**src/rtl/elastic_pipe_reg.sv**
```systemverilog
// elastic_pipe_reg: DEPTH-stage valid/ready elastic pipeline with bubble collapse, flush and occupancy.
// Define ELASTIC_PIPE_KILL_EN to add the per-stage killMask input.
module elastic_pipe_reg #(
  parameter int WIDTH = 32,
  parameter int DEPTH = 2
) (
  input  logic                         clk,
  input  logic                         resetN,
  input  logic                         flush,
  input  logic                         inValid,
  output logic                         inReady,
  input  logic [WIDTH-1:0]             inData,
  output logic                         outValid,
  input  logic                         outReady,
  output logic [WIDTH-1:0]             outData,
  output logic [$clog2(DEPTH+1)-1:0]   occupancy
`ifdef ELASTIC_PIPE_KILL_EN
  ,
  input  logic [DEPTH-1:0]             killMask
`endif
);
  localparam int OW = $clog2(DEPTH+1);
  logic [DEPTH-1:0] r_vld;
  logic [WIDTH-1:0] r_dat [DEPTH];
  logic [OW-1:0]    r_occ;
  logic [DEPTH-1:0] w_mv, w_ld, w_kill, w_vld_nxt;
  logic [WIDTH-1:0] w_src [DEPTH];
  logic [OW-1:0]    w_occ_nxt;
`ifdef ELASTIC_PIPE_KILL_EN
  assign w_kill = killMask;
`else
  assign w_kill = '0;
`endif
  // Move chain runs from the output side back, so a draining stage frees its predecessor.
  always_comb begin
    w_mv = '0;
    w_mv[DEPTH-1] = r_vld[DEPTH-1] & outReady & ~flush;
    for (int i = DEPTH-2; i >= 0; i--)
      w_mv[i] = r_vld[i] & (~r_vld[i+1] | w_mv[i+1]) & ~flush;
  end
  assign inReady  = resetN & ~flush & (~r_vld[0] | w_mv[0]);
  assign outValid = r_vld[DEPTH-1] & ~flush & ~w_kill[DEPTH-1];
  assign outData  = r_dat[DEPTH-1];
  assign occupancy = r_occ;
  // A killed payload leaving stage i-1 never lands in stage i; the kill only clears old contents.
  always_comb begin
    w_ld = '0;
    w_ld[0] = inValid & inReady;
    w_src[0] = inData;
    for (int i = 1; i < DEPTH; i++) begin
      w_ld[i] = w_mv[i-1] & ~w_kill[i-1];
      w_src[i] = r_dat[i-1];
    end
    w_vld_nxt = w_ld | (r_vld & ~w_mv & ~w_kill);
    w_occ_nxt = '0;
    for (int i = 0; i < DEPTH; i++)
      w_occ_nxt = w_occ_nxt + OW'(w_vld_nxt[i]);
  end
  always_ff @(posedge clk or negedge resetN) begin
    if (!resetN) begin
      r_vld <= '0;
      r_occ <= '0;
      for (int i = 0; i < DEPTH; i++) r_dat[i] <= '0;
    end else if (flush) begin
      r_vld <= '0;
      r_occ <= '0;
      for (int i = 0; i < DEPTH; i++) r_dat[i] <= '0;
    end else begin
      r_vld <= w_vld_nxt;
      r_occ <= w_occ_nxt;
      for (int i = 0; i < DEPTH; i++)
        if (w_ld[i]) r_dat[i] <= w_src[i];
    end
  end
endmodule

```
**config.mk**
```make
export PLATFORM = sky130hd
export DESIGN_NAME = elastic_pipe_reg
export DESIGN_NICKNAME = d
export VERILOG_FILES = /design/src/rtl/elastic_pipe_reg.sv
export SDC_FILE = /design/constraint.sdc
export NUM_CORES = 1
export LEC_CHECK = 0
export BUFFER_PORTS_ARGS = -buffer_cell sky130_fd_sc_hd__buf_2
export CORE_MARGIN = 5
export CORE_UTILIZATION = 30
export CTS_CLUSTER_SIZE = 16
export DETAILED_ROUTE_END_ITERATION = 6
export PLACE_DENSITY = 0.51
export SLEW_MARGIN = 20
export SYNTH_ARGS = -nofsm -noshare
export SYNTH_HDL_FRONTEND = slang
export SYNTH_SLANG_ARGS = --single-unit
```
**constraint.sdc**
```tcl
create_clock -name clk -period 4.2 [get_ports clk]
set_input_delay 0.84 -clock clk [delete_from_list [all_inputs] [get_ports clk]]
set_output_delay 0.84 -clock clk [all_outputs]
set_load 0.02 [all_outputs]
```
Word level (Yosys, flattened, before mapping)
Index checks and enable logic that the tools add are counted.
{ "word_totals": {"inputBits": 37, "elab_cells": 28, "output_inout_bits": 36, "regBits": 68} }
{ "classes": {"add_sub_neg": 1, "reduce_logical": 2, "bitwise_logic": 16, "n_mux": 5} }
{ "op_table": {"columns": ["operator", "n"], "rows": [
  ["$mux 32", 2],
  ["$mux 64", 1],
  ["$and 1x1->1", 8],
  ["$mux 2", 2],
  ["$reduce_bool 2->1", 2],
  ["$not 1->1", 3],
  ["$add 1x1->2", 1],
  ["$and 2x2->2", 1],
  ["$not 2->2", 1],
  ["$or 1x1->1", 2],
  ["$or 2x2->2", 1]
]} }

Logic depth before layout (Yosys ltp)
Gate-level depths: netlist of run 1.
{ "logic_depth": {"depth_word": 11, "mapped_depth": 7, "ltp_nobuf": 5} }

Worst setup path before layout of run 1
Ideal clock, no wire load.
{ "synth_timing": {"path_type": "in2out", "from": "input outReady", "to": "output inReady", "arrival_time_ns": 1.487, "t_required_ns": 3.360, "cell_stages": 3, "n_path_buf": 0, "slack_ns": 1.873, "cell_sequence": "and2b_1 o21ai_1 and3_1"} }
{ "synth_between": {"elab_chain_cells": 7} }
{ "synth_rtl": {"columns": ["element", "line_no", "rtl"], "rows": [
  ["from (decl)", "14", "input logic outReady,"],
  ["$and 1x1->1 (2 in series)", "37", "w_mv[DEPTH-1] = r_vld[DEPTH-1] & outReady & ~flush;"],
  ["$or 1x1->1", "39", "w_mv[i] = r_vld[i] & (~r_vld[i+1] | w_mv[i+1]) & ~flush;"],
  ["$and 1x1->1 (2 in series)", "39", null],
  ["$or 1x1->1", "41", "assign inReady = resetN & ~flush & (~r_vld[0] | w_mv[0]);"],
  ["$and 1x1->1", "41", null],
  ["to (decl)", "11", "output logic inReady,"]
]} }
No other way between the ends.

Worst setup path in the final report of run 1
Ends and elaborated chain as after synthesis.

==> impl_metrics.env, run 1 <==
export IMPL_antenna_found_initial=0
export IMPL_synth_seq_cells=68
export IMPL_place_worst_setup_slack_ns=1.62
export IMPL_synth_distinct_cells=23
export IMPL_timing_final_crit_share=0.604
export IMPL_cp_required_ns=3.36
export IMPL_grt_max_degree=39
export IMPL_comb_power_share=0.070
export IMPL_firstDrtPassIters=6
export IMPL_seqPwrFrac=0.493
export IMPL_vias=2219
export IMPL_grt_pass1_vias=2343
export IMPL_die_w_microns=112
export IMPL_cts_sinks=68
export IMPL_via_per_inst=4.95
export IMPL_core_rowCount=37
export IMPL_grtUsageTotal=0.128
export IMPL_fp_dieArea_sq_mm=0.0126
export IMPL_path_cells="buf_2 > and2b_1 > o21ai_1 > and3_1 > buf_2"
export IMPL_clockBufferDepth=2
export IMPL_asyncSetResetFlopFracSynth=1.00
export IMPL_p_leak_nw=1.87
export IMPL_critPathSlowestCell="and2b_1"
export IMPL_synth_edf_count=0
export IMPL_yosysTopAreaCellShare=0.545
export IMPL_rsz0062_at_grt="no"
export IMPL_postCtsSetupRepairBufs=0
export IMPL_clock_latency_ns=0.34
export IMPL_drc=0
export IMPL_finalSetupViolations=0
export IMPL_core_sq_mm=0.0102
export IMPL_yosysTopAreaCell="dfrtp_1"
export IMPL_outcome="completed"
export IMPL_p_switching_uw=333
export IMPL_clock_root_buffer="clkbuf_8"
export IMPL_ir_worst_vdd_mv=0.177
export IMPL_startpoint="outReady"
export IMPL_initial_utilization=0.305
export IMPL_drt_iter0_markers=101
export IMPL_critical_path_arrival_ns=1.70
export IMPL_cts_hold_buf=0
export IMPL_synthCells=278
export IMPL_grt_pass1_wl_microns=12600
export IMPL_top_usage_layer="met2"
export IMPL_report_final_slew_viol_count=0
export IMPL_wl_per_cell_microns=17.3
export IMPL_cp_endpoint="inReady"
export IMPL_synth_ff_type="dfrtp_1"
export IMPL_tns_ns=0
export IMPL_crit_fanout=5
export IMPL_crit_path_frequent_cell="buf_2"
export IMPL_cap_violations=0
export IMPL_wirelength_microns=7740
export IMPL_switching_share=0.241
export IMPL_use_met3=0.0394
export IMPL_r2r_start="r_vld[0]"
export IMPL_synth_warnings=0
export IMPL_synth_fp_nets=316
export IMPL_p_per_area_mw_per_mm2=397
export IMPL_gr_usage_met1=0.173
export IMPL_total_power_mw=1.39
export IMPL_worstSetupEndpointType="output pin"
export IMPL_intPower_mw=1.05
export IMPL_ios=73
export IMPL_worst_slack_ns=1.66
export IMPL_r2r_cells=6
export IMPL_drive_gt1_frac=0.304
export IMPL_ctsResizeCount=0
export IMPL_h_tree_depth=3
export IMPL_fill_cells=1076
export IMPL_cpPeakStageDelay_ns=0.22
export IMPL_path_class="input pin to output pin"
export IMPL_place_gp_congestion=0.750
export IMPL_finClkSkew_ns=0.00734
export IMPL_avgSynthCellArea_sq_um=11.2
export IMPL_crit_path_start_kind="input pin"
export IMPL_hold_viol=0
export IMPL_cts_buffers=9
export IMPL_synthTopCellsByArea="dfrtp_1, buf_4, a22o_1"
export IMPL_fmax_mhz=394
export IMPL_slew_headroom=0.264
export IMPL_hold_class="input pin to async pin"
export IMPL_cpLargestDelayFamily="simple AND/OR/NAND/NOR gates"
export IMPL_synth_seq_area_share=0.545
export IMPL_path_clk_slew_ns=0.07
export IMPL_hpwl_microns=4780
export IMPL_r2r_setup_slack_ns=2.32
export IMPL_n_antenna_cell=0
export IMPL_area_growth_pct=11.8
export IMPL_grt_overflow_total=0
export IMPL_numPortBuffers=72
export IMPL_synth_area_sq_mm=0.00312
export IMPL_postRouteAntennaNets=0
export IMPL_p_clk_frac=0.437
export IMPL_cp_depth=5
export IMPL_worst_pin_slew_ns=1.10
export IMPL_worstPathBufferInverterCount=2
export IMPL_grt_use_met2=0.195
export IMPL_die_y_microns=112
export IMPL_layout_nets=345
export IMPL_r2r_end="occupancy[0]"
export IMPL_cts_tree="yes"
export IMPL_min_period_ns=2.54
## layer usage
layer  share of wire  vias up
li1                -     1048
met1            0.46     1104
met2            0.47       56
met3           0.050       11
met4           0.014        0
met5               0        -
## registers in the layout, indices dropped and copies added (netlist names)
| register | cells |
|---|---|
| occupancy | 2 |
| r_vld | 2 |
| r_dat | 32 |
| outData | 32 |
## power groups by stage
stage | registers, mW | clock network [mW] | logic, mW
final | 0.683 | 0.606 | 0.0970
after detailed placement | 0.696 | 0 | 0.0999
after global placement | 0.695 | 0 | 0.0990
after CTS | 0.683 | 0.625 | 0.101
after floorplan | 0.693 | 0 | 0.0590
after global routing | 0.685 | 0.660 | 0.110
## through the flow
step	std cells	utilization	hold slack (ns)	cell area, sq um
4_1_cts	448	0.341	0.458	3490
6_report	448	0.341	0.448	3490
3_5_place_dp	432	0.319	0.480	3270
5_1_grt	448	0.341	0.466	3490
2_1_floorplan	278	-	0.467	3120
3_3_place_gp	432	0.319	0.481	3270
## cell usage after synthesis (all sizes together), types with 2 or more instances
cell type,instances
a22o,32
clkbuf,6
nand2,35
o21ai,2
buf,52
o311ai,32
a21oi,3
nand2b,2
nand3,32
and3b,2
nor2b,3
inv,4
dfrtp,68
## final cells by class
class,instances,area [sq um],area share
Timing Repair Buffer,76,393,0.113
Clock inverter,6,87.6,0.0251
Sequential cell,68,1700,0.487
Tap cell,136,170,0.0487
Inverter,4,15.0,0.00430
Clock buffer,10,138,0.0394
Multi-Input combinational cell,148,986,0.282
## worst min path at each step
stage	start	to	slack [ns]	cells past startpoint
floorplan	outData[10]	outData[10]	0.47	1
CTS	resetN	occupancy[0]	0.46	1
global route	resetN	r_dat[34]	0.47	1
detailed placement	outData[17]	outData[17]	0.48	1
finish	resetN	occupancy[0]	0.45	1
global placement	outData[28]	outData[28]	0.48	1
## logic make-up (layout without fill, tap and decap cells)
logic type / after synthesis / count (layout) / share of synthesized area
buffers and inverters: 62 / 96 / 0.142
AND/OR/NAND/NOR: 78 / 78 / 0.121
flip-flops: 68 / 68 / 0.545
adder cells (fa/ha/maj): 1 / 1 / 0.00401
AO/OA/AOI/OAI: 69 / 69 / 0.189
## placed cells by master (no fill, tap or decap), types with 3 or more instances in the layout
cell / n
buf_2: 71
dfrtp_1: 68
nand2_1: 35
nand3_1: 32
o311ai_1: 32
a22o_1: 32
clkbuf_8: 10
buf_4: 5
inv_1: 4
nor2b_1: 3
clkinvlp_4: 3
Note: power is estimated with default switching activity, not from simulation.
==> run 2, diff against run 1 <==
==> constraint.sdc (replaced) <==
create_clock -name clk -period 2.4 [get_ports clk]
set_input_delay 0.48 -clock clk [delete_from_list [all_inputs] [get_ports clk]]
set_output_delay 0.48 -clock clk [all_outputs]
set_load 0.02 [all_outputs]
==> run 2 against run 1 <==
  * Clock skew is 0.0061 ns higher
  * Critical path depth unchanged
  * Global-route usage increased by 0.094 points
  * Hold slack worse by 0.099 ns
  * Sequential power is 74% higher
  * Non-clock buffer count grew 4
  * Largest cell class unchanged
==> impl_metrics.env, run 2 (synthesized netlist as in run 1, its figures left out) <==
export IMPL_n_antenna_cell=0
export IMPL_crit_path_start_kind="input pin"
export IMPL_cp_required_ns=2.69
export IMPL_clock_root_buffer="clkbuf_8"
export IMPL_crit_fanout=32
export IMPL_slew_headroom=0.297
export IMPL_core_sq_mm=0.0102
export IMPL_worst_slack_ns=0.368
export IMPL_top_usage_layer="met2"
export IMPL_antenna_found_initial=0
export IMPL_p_clk_frac=0.436
export IMPL_grt_pass1_wl_microns=12700
export IMPL_worstSetupEndpointType="register"
export IMPL_startpoint="resetN"
export IMPL_drive_gt1_frac=0.310
export IMPL_firstDrtPassIters=4
export IMPL_critical_path_arrival_ns=2.32
export IMPL_drt_iter0_markers=116
export IMPL_dp_cells=435
export IMPL_via_per_inst=4.95
export IMPL_grt_overflow_total=0
export IMPL_grtUsageTotal=0.129
export IMPL_gr_usage_met1=0.167
export IMPL_report_final_slew_viol_count=0
export IMPL_rsz0062_at_grt="no"
export IMPL_clockBufferDepth=2
export IMPL_comb_power_share=0.072
export IMPL_switching_share=0.240
export IMPL_worstPathBufferInverterCount=3
export IMPL_min_from="inData[28]"
export IMPL_hold_viol=0
export IMPL_finalSetupViolations=0
export IMPL_critPathSlowestCell="inv_1"
export IMPL_hold_class="input pin to register"
export IMPL_p_switching_uw=584
export IMPL_p_leak_nw=1.89
export IMPL_layout_common_cells="buf_2, dfrtp_1, nand2_1"
export IMPL_die_y_microns=112
export IMPL_die_w_microns=112
export IMPL_fp_dieArea_sq_mm=0.0126
export IMPL_area_growth_pct=12.8
export IMPL_fmax_mhz=492
export IMPL_cpPeakStageDelay_ns=0.76
export IMPL_place_worst_setup_slack_ns=0.496
export IMPL_cts_sinks=68
export IMPL_numPortBuffers=72
export IMPL_finClkSkew_ns=0.0134
export IMPL_core_rowCount=37
export IMPL_cap_violations=0
export IMPL_ios=73
export IMPL_grt_use_met2=0.209
export IMPL_path_class="input pin to register"
export IMPL_grt_pass1_vias=2368
export IMPL_cpLargestDelayFamily="buffers and inverters"
export IMPL_wirelength_microns=7710
export IMPL_cts_buffers=9
export IMPL_postRouteAntennaNets=0
export IMPL_initial_utilization=0.305
export IMPL_worst_pin_slew_ns=1.05
export IMPL_use_met3=0.0302
export IMPL_hpwl_microns=4840
export IMPL_grt_max_degree=38
export IMPL_final_common_cell="buf_2"
export IMPL_timing_final_crit_share=0.847
export IMPL_outcome="completed"
export IMPL_drc=0
export IMPL_ir_worst_vdd_mv=0.282
export IMPL_seqPwrFrac=0.491
export IMPL_cts_tree="yes"
export IMPL_stdcell_count=452
export IMPL_vias=2237
export IMPL_path_clk_slew_ns=0.08
export IMPL_tns_ns=0
export IMPL_postCtsSetupRepairBufs=0
export IMPL_r2r_start="r_vld[0]"
export IMPL_layout_nets=349
export IMPL_h_tree_depth=3
export IMPL_min_period_ns=2.03
export IMPL_path_cells="dlygate4sd3_1 > buf_4 > inv_1 > o311ai_1 > nand2_1"
export IMPL_p_per_area_mw_per_mm2=690
export IMPL_intPower_mw=1.85
export IMPL_wl_per_cell_microns=17.1
export IMPL_clock_latency_ns=0.35
export IMPL_place_gp_congestion=0.756
==> run 2: worst paths after layout <==
| path | slack, ns | to | cells past startpoint |
|---|---|---|---|
| max in group asynchronous | 1.27 | r_dat[34] | 3 |
| max reg2reg | 0.76 | occupancy[0] | 5 |
| min | 0.35 | r_dat[60] | 3 |
| max | 0.37 | r_dat[47] | 5 |
| min reg2reg | 0.49 | outData[26] | 1 |
| min in group asynchronous | 0.47 | occupancy[0] | 2 |
==> run 2: power groups by stage <==
stage / Sequential (mW) / Combinational [mW] / Clock [mW]
after global placement: 1.22 / 0.178 / 0
after detailed placement: 1.22 / 0.179 / 0
after global routing: 1.20 / 0.199 / 1.15
after floorplan: 1.21 / 0.103 / 0
after CTS: 1.19 / 0.182 / 1.09
final: 1.19 / 0.176 / 1.06
==> run 2: area by class of cell <==
class | count | area, sq um
well taps | 136 | 170
multi-input cells | 148 | 986
clock inverters | 6 | 87.6
clock buffers | 10 | 138
repair buffers | 80 | 425
fillers | 1028 | 6710
flip-flops and latches | 68 | 1700
inverters | 4 | 15.0
==> run 2: worst reg2reg max path: stages (launching register included) <==
cell and delay (ns):
dfrtp_1 0.45, nand3b_1 0.40, nand2_1 0.21, nand2_1 0.07, ha_1 0.28, nor2b_1 0.13
==> run 2: metrics by stage <==
| stage | util | power (mW) | hold WS, ns | area [sq um] |
|---|---|---|---|---|
| after floorplan | - | 1.32 | 0.184 | 3120 |
| after global placement | 0.321 | 1.39 | 0.290 | 3290 |
| after detailed placement | 0.321 | 1.40 | 0.291 | 3290 |
| after CTS | 0.344 | 2.47 | 0.330 | 3520 |
| after global routing | 0.344 | 2.54 | 0.348 | 3520 |
| final | 0.344 | 2.43 | 0.350 | 3520 |
==> run 2: metal layers <==
metal | vias to the layer above | wire, microns
met4 | 0 | 123
met5 | - | 0
met2 | 56 | 3770
met1 | 1112 | 3460
li1 | 1060 | -
met3 | 9 | 347
==> run 2: timing repair <==
item                                   CTS  global route
endpoints found under the hold margin    2             0
resized for setup                        0             0
hold buffers                             1             0
==> run 3, diff against run 2 <==
--- a/config.mk
+++ b/config.mk
@@ -5,12 +5,13 @@
 export SDC_FILE = /design/constraint.sdc
 export NUM_CORES = 1
 export LEC_CHECK = 0
+export ABC_AREA = 1
 export BUFFER_PORTS_ARGS = -buffer_cell sky130_fd_sc_hd__buf_2
 export CORE_MARGIN = 5
 export CORE_UTILIZATION = 30
 export CTS_CLUSTER_SIZE = 16
 export DETAILED_ROUTE_END_ITERATION = 6
-export PLACE_DENSITY = 0.51
+export PLACE_DENSITY = 0.52
 export SLEW_MARGIN = 20
 export SYNTH_ARGS = -nofsm -noshare
 export SYNTH_HDL_FRONTEND = slang
==> constraint.sdc (replaced) <==
create_clock -name clk -period 1.7 [get_ports clk]
set_input_delay 0.34 -clock clk [delete_from_list [all_inputs] [get_ports clk]]
set_output_delay 0.34 -clock clk [all_outputs]
set_load 0.02 [all_outputs]
==> run 3 against run 2 <==
  * Cell count is 15% higher
  * Non-clock buffer count is 7 higher
  * Synthesized cell count is 23% higher
  * Die area is 0.80% higher
==> impl_metrics.env, run 3 <==
export IMPL_outcome="completed"
export IMPL_postRouteAntennaNets=0
export IMPL_total_power_mw=3.67
export IMPL_grtUsageTotal=0.127
export IMPL_critPathSlowestCell="dfrtp_1"
export IMPL_area_growth_pct=17.9
export IMPL_h_tree_depth=3
export IMPL_core_rowCount=37
export IMPL_crit_path_start_kind="register"
export IMPL_final_area_sq_mm=0.00371
export IMPL_drive_gt1_frac=0.296
export IMPL_finalHoldWorstSlack_ns=0.0924
export IMPL_hold_viol=0
export IMPL_wirelength_microns=7780
export IMPL_vias=2395
export IMPL_synthTopCellsByCount="dfrtp_1, nand3_1, inv_1, nand2_1"
export IMPL_cp_required_ns=1.36
export IMPL_worstPathBufferInverterCount=1
export IMPL_cpLargestDelayFamily="simple AND/OR/NAND/NOR gates"
export IMPL_clock_root_buffer="clkbuf_8"
export IMPL_layout_nets=418
export IMPL_clockBufferDepth=2
export IMPL_fmax_mhz=619
export IMPL_yosysTopAreaCellShare=0.540
export IMPL_grt_max_degree=65
export IMPL_rsz0062_at_grt="no"
export IMPL_synth_seq_cells=68
export IMPL_grt_pass1_vias=2435
export IMPL_clock_latency_ns=0.34
export IMPL_drc=0
export IMPL_antenna_found_initial=0
export IMPL_slew_headroom=0.554
export IMPL_die_w_microns=112
export IMPL_cts_tree="yes"
export IMPL_muxShareOfSynthArea=0
export IMPL_p_leak_nw=1.91
export IMPL_finalSetupViolations=0
export IMPL_cts_sinks=68
export IMPL_min_period_ns=1.62
export IMPL_p_per_area_mw_per_mm2=989
export IMPL_firstDrtPassIters=4
export IMPL_cpPeakStageDelay_ns=0.41
export IMPL_numPortBuffers=72
export IMPL_cts_buffers=9
export IMPL_asyncSetResetFlopFracSynth=1.00
export IMPL_synth_most_common_cell="dfrtp_1"
export IMPL_core_sq_mm=0.0103
export IMPL_tns_ns=0
export IMPL_synth_edf_count=0
export IMPL_worst_slack_ns=0.0846
export IMPL_report_final_slew_viol_count=0
export IMPL_synth_warnings=0
export IMPL_synth_fp_nets=379
export IMPL_grt_pass1_wl_microns=12800
export IMPL_final_util=0.361
export IMPL_finClkSkew_ns=0.00942
export IMPL_initial_utilization=0.307
export IMPL_seqPwrFrac=0.463
export IMPL_synthTopCellsByArea="dfrtp_1, nand3_1, buf_4"
export IMPL_n_antenna_cell=0
export IMPL_hold_class="input pin to async pin"
export IMPL_path_class="register to output pin"
export IMPL_critical_path_arrival_ns=1.28
export IMPL_ir_worst_vdd_mv=0.381
export IMPL_worst_pin_slew_ns=0.670
export IMPL_timing_final_crit_share=0.950
export IMPL_dp_cells=503
export IMPL_intPower_mw=2.80
export IMPL_fp_dieArea_sq_mm=0.0127
export IMPL_grt_overflow_total=0
export IMPL_p_clk_frac=0.447
export IMPL_synth_top_family_by_area="simple AND/OR/NAND/NOR gates"
export IMPL_wl_per_cell_microns=14.9
export IMPL_place_gp_congestion=0.743
export IMPL_worstSetupEndpointType="output pin"
export IMPL_cap_violations=0
export IMPL_stdcell_count=521
export IMPL_comb_power_share=0.090
export IMPL_die_y_microns=112
export IMPL_layout_common_cells="buf_2, dfrtp_1, nand3_1"
export IMPL_synth_seq_area_share=0.540
export IMPL_cts_hold_buf=0
export IMPL_synthCells=341
export IMPL_placed_area_sq_mm=0.00342
export IMPL_synth_ff_type="dfrtp_1"
export IMPL_ios=73
export IMPL_avgSynthCellArea_sq_um=9.24
export IMPL_synth_compound_area_share=0.0552
export IMPL_synth_distinct_cells=20
export IMPL_yosys_area_share_simple=0.235
export IMPL_path_cells="nand2_4 > nand3_4 > nand2_8 > nand2_4 > nor2_4 > buf_6"
export IMPL_drt_iter0_markers=149
export IMPL_hpwl_microns=5130
export IMPL_yosysTopAreaCell="dfrtp_1"
export IMPL_path_clk_slew_ns=0.08
export IMPL_switching_share=0.238
export IMPL_synth_xor_area_share=0
export IMPL_via_per_inst=4.60
export IMPL_crit_fanout=3
export IMPL_p_switching_uw=876
export IMPL_place_worst_setup_slack_ns=0.126
export IMPL_synth_fa_ha_area_frac=0.00397
export IMPL_crit_path_frequent_cell="nand2_4"
export IMPL_final_common_cell="buf_2"
export IMPL_synth_area_sq_mm=0.00315
==> run 3: cell types whose count changed in the layout (fill, tap and decap cells not counted), sizes merged, moves of 30 or more <==
cell,change
nand4,+32
inv,+34
o311ai,-32
a22o,-32
o21ai,+30
nand3,+34
==> run 3: final timing paths <==
path	start	endpoint	slack [ns]	depth (start not counted)
max in group asynchronous	resetN	r_dat[47]	1.26	2
max reg2reg	r_vld[0]	r_dat[62]	0.15	7
min in group clk	inData[24]	r_dat[56]	0.26	3
min reg2reg	r_dat[54]	r_dat[54]	0.50	2
max	r_vld[1]	inReady	0.08	6
min	resetN	r_vld[1]	0.09	2
==> run 3: final cells by class <==
class,count,area (sq um)
multi-input cells,177,956
clock inverters,6,111
flip-flops and latches,68,1700
well taps,136,170
repair buffers,87,494
fillers,1114,6560
inverters,37,141
clock buffers,10,138
==> run 3: repair_timing <==
item | 4_1_cts | 5_1_grt
pin swaps | 1 | 3
buffers inserted | 1 | 1
resized for setup | 3 | 4
endpoints found under the setup margin | 1 | 1
==> run 3: cell families (layout without fill, tap and decap cells) <==
kind of cell,after synthesis,in the layout
flip-flops,68,68
adder cells (fa/ha/maj),1,1
AO/OA/AOI/OAI,34,34
buffers and inverters,96,140
AND/OR/NAND/NOR,142,142
==> run 3: power by group through the flow <==
stage          Sequential (mW)  Combinational, mW  Clock [mW]
3_5_place_dp              1.73              0.330           0
2_1_floorplan             1.73              0.188           0
6_report                  1.70              0.331        1.64
3_3_place_gp              1.73              0.326           0
5_1_grt                   1.71              0.375        1.76
4_1_cts                   1.70              0.335        1.69
==> run 3: metal layers <==
metal,vias up,share of wire,track usage
met2,56,0.46,0.192
li1,1181,-,-
met1,1146,0.47,0.172
met3,12,0.048,0.0318
met5,-,0,0
met4,0,0.019,0.0553
